<file path="src/rtl/mem_arb_pkg.sv">
// mem_arb_pkg: shared types and constants for the memory port arbiter.
package mem_arb_pkg;

  // Arbiter FSM states.
  typedef enum logic [1:0] {
    IDLE    = 2'd0,
    DATA    = 2'd1,
    FETCH   = 2'd2,
    RELEASE = 2'd3
  } arb_state_e;

  // Instruction substituted when a fetch times out (MOV r0,r0).
  localparam logic [31:0] NOP_INSTR_DEFAULT = 32'hE1A00000;

  // Width of the bus timeout counter.
  localparam int unsigned TMO_CTR_W = 8;

  // True in the states that own the bus and are waiting for BusAck.
  function automatic logic is_bus_phase(input arb_state_e st);
    return (st == DATA) || (st == FETCH);
  endfunction

endpackage

</file>
<file path="src/rtl/bus_timeout_ctr.sv">
// bus_timeout_ctr: saturating clear/enable cycle counter with a terminal-count flag.
module bus_timeout_ctr
  import mem_arb_pkg::*;
#(
  parameter logic [TMO_CTR_W-1:0] TC_VALUE = 8'd254
) (
  input  logic clk,
  input  logic reset,
  input  logic clr,
  input  logic en,
  output logic tc
);

  localparam logic [TMO_CTR_W-1:0] CNT_ZERO = {TMO_CTR_W{1'b0}};
  localparam logic [TMO_CTR_W-1:0] CNT_MAX  = {TMO_CTR_W{1'b1}};
  localparam logic [TMO_CTR_W-1:0] CNT_ONE  = {{(TMO_CTR_W-1){1'b0}}, 1'b1};

  logic [TMO_CTR_W-1:0] count_q;
  logic [TMO_CTR_W-1:0] count_d;

  // Clear wins over enable; the count sticks at all-ones rather than wrapping
  always_comb begin
    if (clr) begin
      count_d = CNT_ZERO;
    end else if (en && (count_q != CNT_MAX)) begin
      count_d = count_q + CNT_ONE;
    end else begin
      count_d = count_q;
    end
  end

  // Count register
  always_ff @(posedge clk or posedge reset) begin
    if (reset) begin
      count_q <= CNT_ZERO;
    end else begin
      count_q <= count_d;
    end
  end

  assign tc = (count_q == TC_VALUE);

endmodule

</file>
<file path="src/rtl/mem_port_arbiter.sv">
// mem_port_arbiter: shares one variable-latency memory bus between the MEM-stage
// data access and instruction fetch. Data goes first, then fetch; the pipeline is
// held with StallMem until both are done. Timed-out accesses are aborted, replaced
// by a safe value, and recorded in a sticky Fault flag.
module mem_port_arbiter
  import mem_arb_pkg::*;
#(
  parameter int unsigned TIMEOUT_CYCLES = 255,
  parameter logic [31:0] NOP_INSTR      = NOP_INSTR_DEFAULT
) (
  input  logic        clk,
  input  logic        reset,
  input  logic [31:0] PCF,
  input  logic        MemReqM,
  input  logic        MemWriteM,
  input  logic [31:0] ALUOutM,
  input  logic [31:0] WriteDataM,
  output logic [31:0] InstrF,
  output logic [31:0] ReadDataM,
  output logic        StallMem,
  output logic        BusReq,
  output logic        BusWe,
  output logic [31:0] BusAddr,
  output logic [31:0] BusWData,
  input  logic [31:0] BusRData,
  input  logic        BusAck,
  output logic        Fault
);

  // Counter value at which an unacknowledged access is abandoned.
  localparam logic [TMO_CTR_W-1:0] TMO_LAST = TMO_CTR_W'(TIMEOUT_CYCLES - 32'd1);

  arb_state_e  state_q, state_d;
  logic        bus_req_q, bus_req_d;
  logic        bus_we_q, bus_we_d;
  logic [31:0] bus_addr_q, bus_addr_d;
  logic [31:0] bus_wdata_q, bus_wdata_d;
  logic [31:0] instr_q, instr_d;
  logic [31:0] rdata_q, rdata_d;
  logic        fault_q, fault_d;
  logic        stall_q, stall_d;

  logic        in_access_s;
  logic        tmo_tc_s;
  logic        tmo_en_s;
  logic        tmo_clr_s;
  logic        abort_s;

  // BusAck only matters while an access is outstanding; an ack on the
  // terminal-count edge still counts as a normal completion.
  assign in_access_s = is_bus_phase(state_q);
  assign tmo_en_s    = in_access_s & ~BusAck;
  assign abort_s     = in_access_s & ~BusAck & tmo_tc_s;
  assign tmo_clr_s   = (state_d != state_q) & is_bus_phase(state_d);

  bus_timeout_ctr #(
    .TC_VALUE (TMO_LAST)
  ) u_tmo (
    .clk   (clk),
    .reset (reset),
    .clr   (tmo_clr_s),
    .en    (tmo_en_s),
    .tc    (tmo_tc_s)
  );

  // Next-state, read-data capture and fault decisions
  always_comb begin
    state_d = state_q;
    instr_d = instr_q;
    rdata_d = rdata_q;
    fault_d = fault_q;
    case (state_q)
      IDLE: begin
        if (MemReqM) begin
          state_d = DATA;
        end else begin
          state_d = FETCH;
        end
      end
      DATA: begin
        if (BusAck) begin
          if (!bus_we_q) begin
            rdata_d = BusRData;
          end else begin
            rdata_d = rdata_q;
          end
          state_d = FETCH;
        end else if (abort_s) begin
          if (!bus_we_q) begin
            rdata_d = 32'h0000_0000;
          end else begin
            rdata_d = rdata_q;
          end
          fault_d = 1'b1;
          state_d = FETCH;
        end else begin
          state_d = DATA;
        end
      end
      FETCH: begin
        if (BusAck) begin
          instr_d = BusRData;
          state_d = RELEASE;
        end else if (abort_s) begin
          instr_d = NOP_INSTR;
          fault_d = 1'b1;
          state_d = RELEASE;
        end else begin
          state_d = FETCH;
        end
      end
      RELEASE: begin
        // MemReqM here belongs to the instruction entering MEM
        if (MemReqM) begin
          state_d = DATA;
        end else begin
          state_d = FETCH;
        end
      end
      default: begin
        state_d = IDLE;
      end
    endcase
  end

  // Bus request registers are loaded only on a state change, so they stay
  // stable for the whole access; the stall flag decodes the next state.
  always_comb begin
    bus_req_d   = bus_req_q;
    bus_we_d    = bus_we_q;
    bus_addr_d  = bus_addr_q;
    bus_wdata_d = bus_wdata_q;
    if (state_d != state_q) begin
      case (state_d)
        DATA: begin
          bus_req_d   = 1'b1;
          bus_we_d    = MemWriteM;
          bus_addr_d  = ALUOutM;
          bus_wdata_d = WriteDataM;
        end
        FETCH: begin
          bus_req_d  = 1'b1;
          bus_we_d   = 1'b0;
          bus_addr_d = PCF;
        end
        RELEASE: begin
          bus_req_d = 1'b0;
          bus_we_d  = 1'b0;
        end
        default: begin
          bus_req_d = 1'b0;
          bus_we_d  = 1'b0;
        end
      endcase
    end else begin
      bus_req_d = bus_req_q;
    end
    stall_d = (state_d != RELEASE);
  end

  // FSM state and all registered outputs
  always_ff @(posedge clk or posedge reset) begin
    if (reset) begin
      state_q     <= IDLE;
      bus_req_q   <= 1'b0;
      bus_we_q    <= 1'b0;
      bus_addr_q  <= 32'h0000_0000;
      bus_wdata_q <= 32'h0000_0000;
      instr_q     <= NOP_INSTR;
      rdata_q     <= 32'h0000_0000;
      fault_q     <= 1'b0;
      stall_q     <= 1'b1;
    end else begin
      state_q     <= state_d;
      bus_req_q   <= bus_req_d;
      bus_we_q    <= bus_we_d;
      bus_addr_q  <= bus_addr_d;
      bus_wdata_q <= bus_wdata_d;
      instr_q     <= instr_d;
      rdata_q     <= rdata_d;
      fault_q     <= fault_d;
      stall_q     <= stall_d;
    end
  end

  assign InstrF    = instr_q;
  assign ReadDataM = rdata_q;
  assign StallMem  = stall_q;
  assign BusReq    = bus_req_q;
  assign BusWe     = bus_we_q;
  assign BusAddr   = bus_addr_q;
  assign BusWData  = bus_wdata_q;
  assign Fault     = fault_q;

endmodule

</file>
<file path="config.mk">
export PLATFORM = sky130hd
export DESIGN_NAME = mem_port_arbiter
export DESIGN_NICKNAME = d
export VERILOG_FILES = /design/src/rtl/mem_arb_pkg.sv /design/src/rtl/bus_timeout_ctr.sv /design/src/rtl/mem_port_arbiter.sv
export SDC_FILE = /design/constraint.sdc
export NUM_CORES = 1
export LEC_CHECK = 0
export ABC_AREA = 1
export BUFFER_PORTS_ARGS = -buffer_cell sky130_fd_sc_hd__buf_2
export CORE_MARGIN = 5
export CORE_UTILIZATION = 41
export CTS_CLUSTER_SIZE = 16
export DETAILED_ROUTE_END_ITERATION = 12
export GPL_ROUTABILITY_DRIVEN = 0
export PLACE_DENSITY = 0.73
export SETUP_SLACK_MARGIN = 0.4
export SLEW_MARGIN = 20
export SYNTH_ARGS = -nofsm -noshare
export SYNTH_HDL_FRONTEND = slang
export SYNTH_HIERARCHICAL = 1
export SYNTH_SLANG_ARGS = --single-unit
</file>
<file path="constraint.sdc">
create_clock -name clk -period 5.06 [get_ports clk]
set_input_delay 0 -clock clk [delete_from_list [all_inputs] [get_ports clk]]
set_output_delay 0 -clock clk [all_outputs]
set_load 0.01 [all_outputs]
</file>
Yosys cells after proc, flatten, opt, wreduce, memory -nomap -nowiden

Index checks and enable logic that the tools add are counted.

Output and inout bits: 132
Word-level logic and storage cells: 57
Bits of input ports: 133
Bits in registers: 142

Reductions and logical operators: 15
Bitwise gates (word level): 5
$add $sub $neg: 1
Muxes and demuxes: 17
Eq/ne operators: 9

Operators with widths:

| cell                | count |
|---|---|
| $mux 32             | 6 |
| $pmux 32 s2         | 1 |
| $mux 8              | 2 |
| $add 8x1->8 const B | 1 |
| $eq 8x8->1 const B  | 1 |
| $ne 8x8->1 const B  | 1 |
| $eq 2x2->1 const B  | 3 |
| $mux 2              | 3 |
| $pmux 2 s3          | 1 |
| $reduce_and 2->1    | 3 |
| $reduce_and 3->1    | 2 |
| $reduce_bool 2->1   | 3 |
| $reduce_or 2->1     | 3 |
| $eq 2x1->1 const B  | 2 |
| $mux 1              | 4 |
| $and 1x1->1         | 3 |
| $logic_not 2->1     | 1 |
| $logic_or 1x1->1    | 2 |
| $ne 2x2->1          | 1 |
| $ne 2x2->1 const B  | 1 |
| $not 1->1           | 2 |
| $logic_and 1x1->1   | 1 |

Logic depth before layout (Yosys ltp)

Depth after elaboration: 11
Depth in mapped cells: 20
Mapped depth without buffers: 18

By module

The synthesis kept the hierarchy.

Modules (own cells, without submodules):

| module           | area an instance (µm²) | sequential area each (µm²) | cells each | times used |
|---|---|---|---|---|
| mem_port_arbiter | 5,875.6                | 3,362.0                    | 599        | 1 |
| bus_timeout_ctr  | 534.3                  | 200.2                      | 77         | 1 |

Worst setup path before layout

OpenSTA, ideal clock, no wires.

Path kind: register to register
Start: register u_tmo.count_q[0]
End: register u_tmo.count_q[6]
Buffers on the path: 2
Cell stages (with the launch flop): 20
Data arrival time: 2,469 ps
Slack: 2,473 ps
Data required time: 4,942 ps
Library setup time: 118 ps
Period minus slack after synthesis: 2,587 ps
Cells stage by stage: dfrtp_1 inv_1 ha_1 nand2_1 nor2_1 inv_2 o21bai_4 nand2_1 nand2_2 inv_1 ha_1 clkbuf_1 nand2_2 buf_4 inv_1 inv_2 nand2_4 clkinv_4 nand2_1 nand2_1

Cells in the longest elaborated chain, start to end: 9
Elaborated cells on any way between the ends: 18
Those cells by class: add/sub: 1; eq/ne: 5; mux: 7; bitwise: 2; reduce/logical: 3

RTL lines:

| item                                        | line                                            | source |
|---|---|---|
| start: declaration                          | bus_timeout_ctr.sv:18                           | `logic [TMO_CTR_W-1:0] count_q;` |
| start signal: assignment                    | bus_timeout_ctr.sv:37                           | `count_q <= count_d;` |
| $eq 8x8->1 *                                | bus_timeout_ctr.sv:41                           | `assign tc = (count_q == TC_VALUE);` |
| via tmo_tc_s                                | mem_port_arbiter.sv:44                          | `logic tmo_tc_s;` |
| $and 1x1->1 *                               | mem_port_arbiter.sv:53                          | `assign abort_s = in_access_s & ~BusAck & tmo_tc_s;` |
| $mux 1 or $mux 2 (tied branches)            | mem_port_arbiter.sv:104, mem_port_arbiter.sv:88 |  |
| $mux 1 or $mux 2 (tied branches)            | mem_port_arbiter.sv:101, mem_port_arbiter.sv:81 |  |
| $pmux 2 s3 *                                | mem_port_arbiter.sv:72                          | `case (state_q)` |
| via state_d[0]                              | mem_port_arbiter.sv:33                          | `arb_state_e state_q, state_d;` |
| $eq 2x1->1 or $eq 2x2->1 (tied branches)    | mem_arb_pkg.sv:20                               | `return (st == DATA) \|\| (st == FETCH);` |
| $logic_or 1x1->1                            | mem_arb_pkg.sv:20                               |  |
| $and 1x1->1 *                               | mem_port_arbiter.sv:54                          | `assign tmo_clr_s = (state_d != state_q) & is_bus_phase(state_d);` |
| via tmo_clr_s                               | mem_port_arbiter.sv:46                          | `logic tmo_clr_s;` |
| $mux 8 or $reduce_bool 2->1 (tied branches) | n/a                                             |  |

Mark *: on every way through the listed nets, which the timed path passes. The rest lies on a longest branch. The select of a mux whose other input is x is not followed.
A chain may end at the register's enable or synchronous reset.

Worst setup path in the final report

Start: register u_tmo.count_q[6]
End: register bus_wdata_q[11], in the netlist BusWData[11]

Cells in the longest elaborated chain, start to end: 7
Elaborated cells on any way between the ends: 10
Those cells by class: eq/ne: 3; mux: 5; bitwise: 1; reduce/logical: 1

RTL lines:

| item                                     | line                                             | source |
|---|---|---|
| $eq 8x8->1 *                             | bus_timeout_ctr.sv:41                            |  |
| via tmo_tc_s                             | mem_port_arbiter.sv:44                           |  |
| $and 1x1->1 *                            | mem_port_arbiter.sv:53                           |  |
| $mux 1 or $mux 2 (tied branches)         | mem_port_arbiter.sv:104, mem_port_arbiter.sv:88  |  |
| $mux 1 or $mux 2 (tied branches)         | mem_port_arbiter.sv:101, mem_port_arbiter.sv:81  |  |
| $pmux 2 s3 *                             | mem_port_arbiter.sv:72                           |  |
| $eq 2x1->1 or $ne 2x2->1 (tied branches) | mem_port_arbiter.sv:134, mem_port_arbiter.sv:133 |  |
| $reduce_and 2->1 (no line) *             | n/a                                              |  |
| end signal: assignment                   | mem_port_arbiter.sv:178                          | `bus_wdata_q <= bus_wdata_d;` |
| end: declaration                         | mem_port_arbiter.sv:37                           | `logic [31:0] bus_wdata_q, bus_wdata_d;` |

Mark *: on every way through the listed nets, which the timed path passes. The rest lies on a longest branch.

==> results_dict.tcl <==
set metrics [dict create \
    unrepaired_setup_endpoints_after_global_routing "false" \
    area_of_the_core_sq_um 15260 \
    cts_tree "yes" \
    worst_clock_skew_ns 0.01302 \
    numCtsBuffers 17 \
    fp-row-count 45 \
    timing.critical_path.from_type "register" \
    power-per-cell-area_nw_per_um2 705.6 \
    end_kind "register" \
    cellInternalPower_mw 3.778 \
    post-cts-setup-buffers 0 \
    reg2reg_setup_slack_ns 1.55 \
    cts.clk_slew.worst_paths_ns 0.07 \
    combPwrFrac_pct 53.4 \
    syn_avg_cell_area_sq_um 9.482 \
    globalRoute.totalOverflow 0 \
    seq_power_share_pct 29.5 \
    dpl_cell_area_sq_um 7835 \
    io-pin-count 265 \
    drc_markers 0 \
    finish.net_count 1197 \
    finish.instance_area_sq_um 9702 \
    grt_pass1_wl_um 33260 \
    synth_nets 817 \
    arrival_time_reported_for_the_critical_path_endpoint_ns 3.80 \
    die_height_um 135.0 \
    finalHoldViolCount 0 \
    yosys-top-cells-area "dfrtp_1 53%, nand2_1 15%, mux2_2 5.6%" \
    final_cell_mix "264 x buf_2, 253 x nand2_1, 135 x dfrtp_1" \
    layout_worst_path_cycle_share_pct 69.31 \
    drive_above_1_share_pct 36.86 \
    worst_pin_slew_ns 0.8297 \
    route.antenna.remaining_nets 0 \
    cts_hold_repair.buffers 130 \
    clkLatencyLatePin_ns 0.41 \
    wl_per_instance_um 16.35 \
    design.die.area_sq_um 18230 \
    drt_iter0_markers 319 \
    net-switching-power_mw 3.067 \
    netlist_instances 676 \
    yosysSeqAreaShare_pct 55.57 \
    yosys_register_bits 142 \
    cts-root-to-sink-buffers 2 \
    slew_viol_final 0 \
    pre_cts_slack_ns 1.598 \
    cts-resized-gates 0 \
    maxCapViolCount 0 \
    cts.sinks 142 \
    critPathCapture "BusWData[11]" \
    post-synth-top-area-fraction_pct 52.70 \
    synthDistinctLibCells 30 \
    power_switching_share_pct 44.81 \
    final_common_cell "buf_2" \
    critical_path_required_ns 5.35 \
    fin_setup_tns_ns 0 \
    flow.area_growth_from_synthesis_pct 51.36 \
    cp_max_fo 67 \
    timing.fmax_ghz 0.2852 \
    setup_slack_ns 1.553 \
    antenna_violations_before_repair 2 \
    groute.usage.overall_pct 23.06 \
    drt_first_pass_iters 6 \
    placement.io_buffers 264 \
    final_period_minus_worst_setup_slack_ns 3.507 \
    pwr-share-clk_pct 17.2 \
    grt_max_degree 74 \
    crit_type "register to register" \
    detailedPlacementHpwl_um 13070 \
    postSynth.asyncResetShare_pct 100.0 \
    report.power.total_mw 6.845 \
    ff2ff_path_depth 14 \
    ys.flop_type "dfrtp_1" \
    r2r-end "BusWData[11]" \
    peakVddDrop_uv 617.5 \
    worstHoldPathType "primary input to register" \
    slew_headroom_pct 44.69 \
    power_leakage_nw 5.065 \
    post-synth-top-area-cell "dfrtp_1" \
    rr_startpoint "u_tmo/count_q[6]" \
    post_drt_via_cell_ratio 4.889 \
    result_of_the_run "finished clean" \
    routed-via-count 6268 \
    worst_setup_path_startpoint "u_tmo/count_q[6]" \
    report.final.setup_viol 0 \
    starting_density_of_the_core_pct 42.01 \
    number_of_synthesized_flops_with_an_enable_pin 0 \
    cts.htree.levels 4 \
    yosys_warnings 6 \
    whs_ns 0.03482 \
    mappedNetlistArea_sq_um 6410 \
    via_count_of_the_first_global_routing_pass 6428 \
    totalWireLength_um 20960 \
    chipWidth_um 135.0 \
    clock-root-buffer "clkbuf_16" \
]
==> how the worst min path moves through the flow <==
stage | slack (ns) | end | start | depth (start not counted)
3_3_place_gp | 0.01 | u_tmo/count_q[2] | reset | 2
3_5_place_dp | 0.02 | u_tmo/count_q[2] | reset | 2
2_1_floorplan | -0.18 | u_tmo/count_q[0] | reset | 1
5_1_grt | 0.03 | BusAddr[23] | ALUOutM[23] | 4
4_1_cts | 0.007 | BusAddr[23] | ALUOutM[23] | 4
6_report | 0.03 | BusAddr[23] | ALUOutM[23] | 4
==> area by class of cell <==
class	count	area, sq um
fill	1182	5557
sequential	142	3562
timing repair buffer	400	2668
multi-input combinational	470	2539
clock buffer	18	439.2
tap	211	264.0
clock inverter	14	121.4
inverter	25	103.9
antenna	2	5.005
==> cells by family after synthesis <==
family                     synth area share (%)
AOI/OAI and AO/OA                         5.895
muxes                                     5.622
DFF                                       55.57
buffers and inverters                     4.977
xor gates and xnor gates                 0.2733
adders and majority gates                 1.562
and+or+nand+nor                           26.10
==> power groups by stage <==
| stage | registers [mW] | logic (mW) | clock network, mW |
|---|---|---|---|
| 2_1_floorplan | 2.23 | 2.21 | 0 |
| 3_3_place_gp | 2.01 | 3.28 | 0 |
| 3_5_place_dp | 2.01 | 3.39 | 0 |
| 4_1_cts | 2.00 | 3.61 | 1.20 |
| 5_1_grt | 2.08 | 4.07 | 1.25 |
| 6_report | 2.02 | 3.65 | 1.17 |
==> metrics by stage <==
stage	utilization [%]	instances
after floorplan	-	676
after global placement	51.35	1118
after detailed placement	51.35	1118
after CTS	63.55	1280
after global routing	63.57	1281
final	63.58	1282
==> critical path, stage by stage, from the launching register on <==
cell	delay [ns]
dfrtp_1	0.39
nand2_1	0.10
nor2_2	0.17
nand2_1	0.07
nor2_1	0.23
inv_2	0.08
o21bai_4	0.15
nand2_4	0.22
nand3_2	0.15
nand3_1	0.14
nand3_4	0.12
buf_4	0.65
nand2_2	0.60
nand2_1	0.21
nand2_1	0.09
==> flip-flops by register name, indices dropped and copies added (netlist names) <==
| signal | cells |
|---|---|
| BusAddr | 32 |
| BusWe | 1 |
| BusWData | 32 |
| state_q | 2 |
| StallMem | 1 |
| ReadDataM | 32 |
| u_tmo/count_q | 8 |
| InstrF | 32 |
| Fault | 1 |
| BusReq | 1 |
==> metal layers <==
metal | track usage, % | part of all wire, %
met4 | 9.910 | 3.2
met3 | 7.824 | 9.7
met1 | 27.84 | 39
met2 | 37.72 | 48
met5 | 0 | 0.033
==> cells in the mapped netlist (2+ instances only) <==
master / instances
dfrtp_1: 135
nor2_1: 12
nand4_1: 3
ha_1: 8
nand2_1: 253
o22a_1: 6
nand2_4: 2
dfstp_2: 7
xor2_1: 2
buf_2: 8
clkbuf_1: 18
nand3_1: 49
buf_6: 8
nand3_2: 32
nand2_2: 7
inv_1: 20
buf_1: 4
o21ai_0: 52
o21ai_1: 5
mux2_2: 32
inv_2: 4
Power figures use the tool's default switching activity.
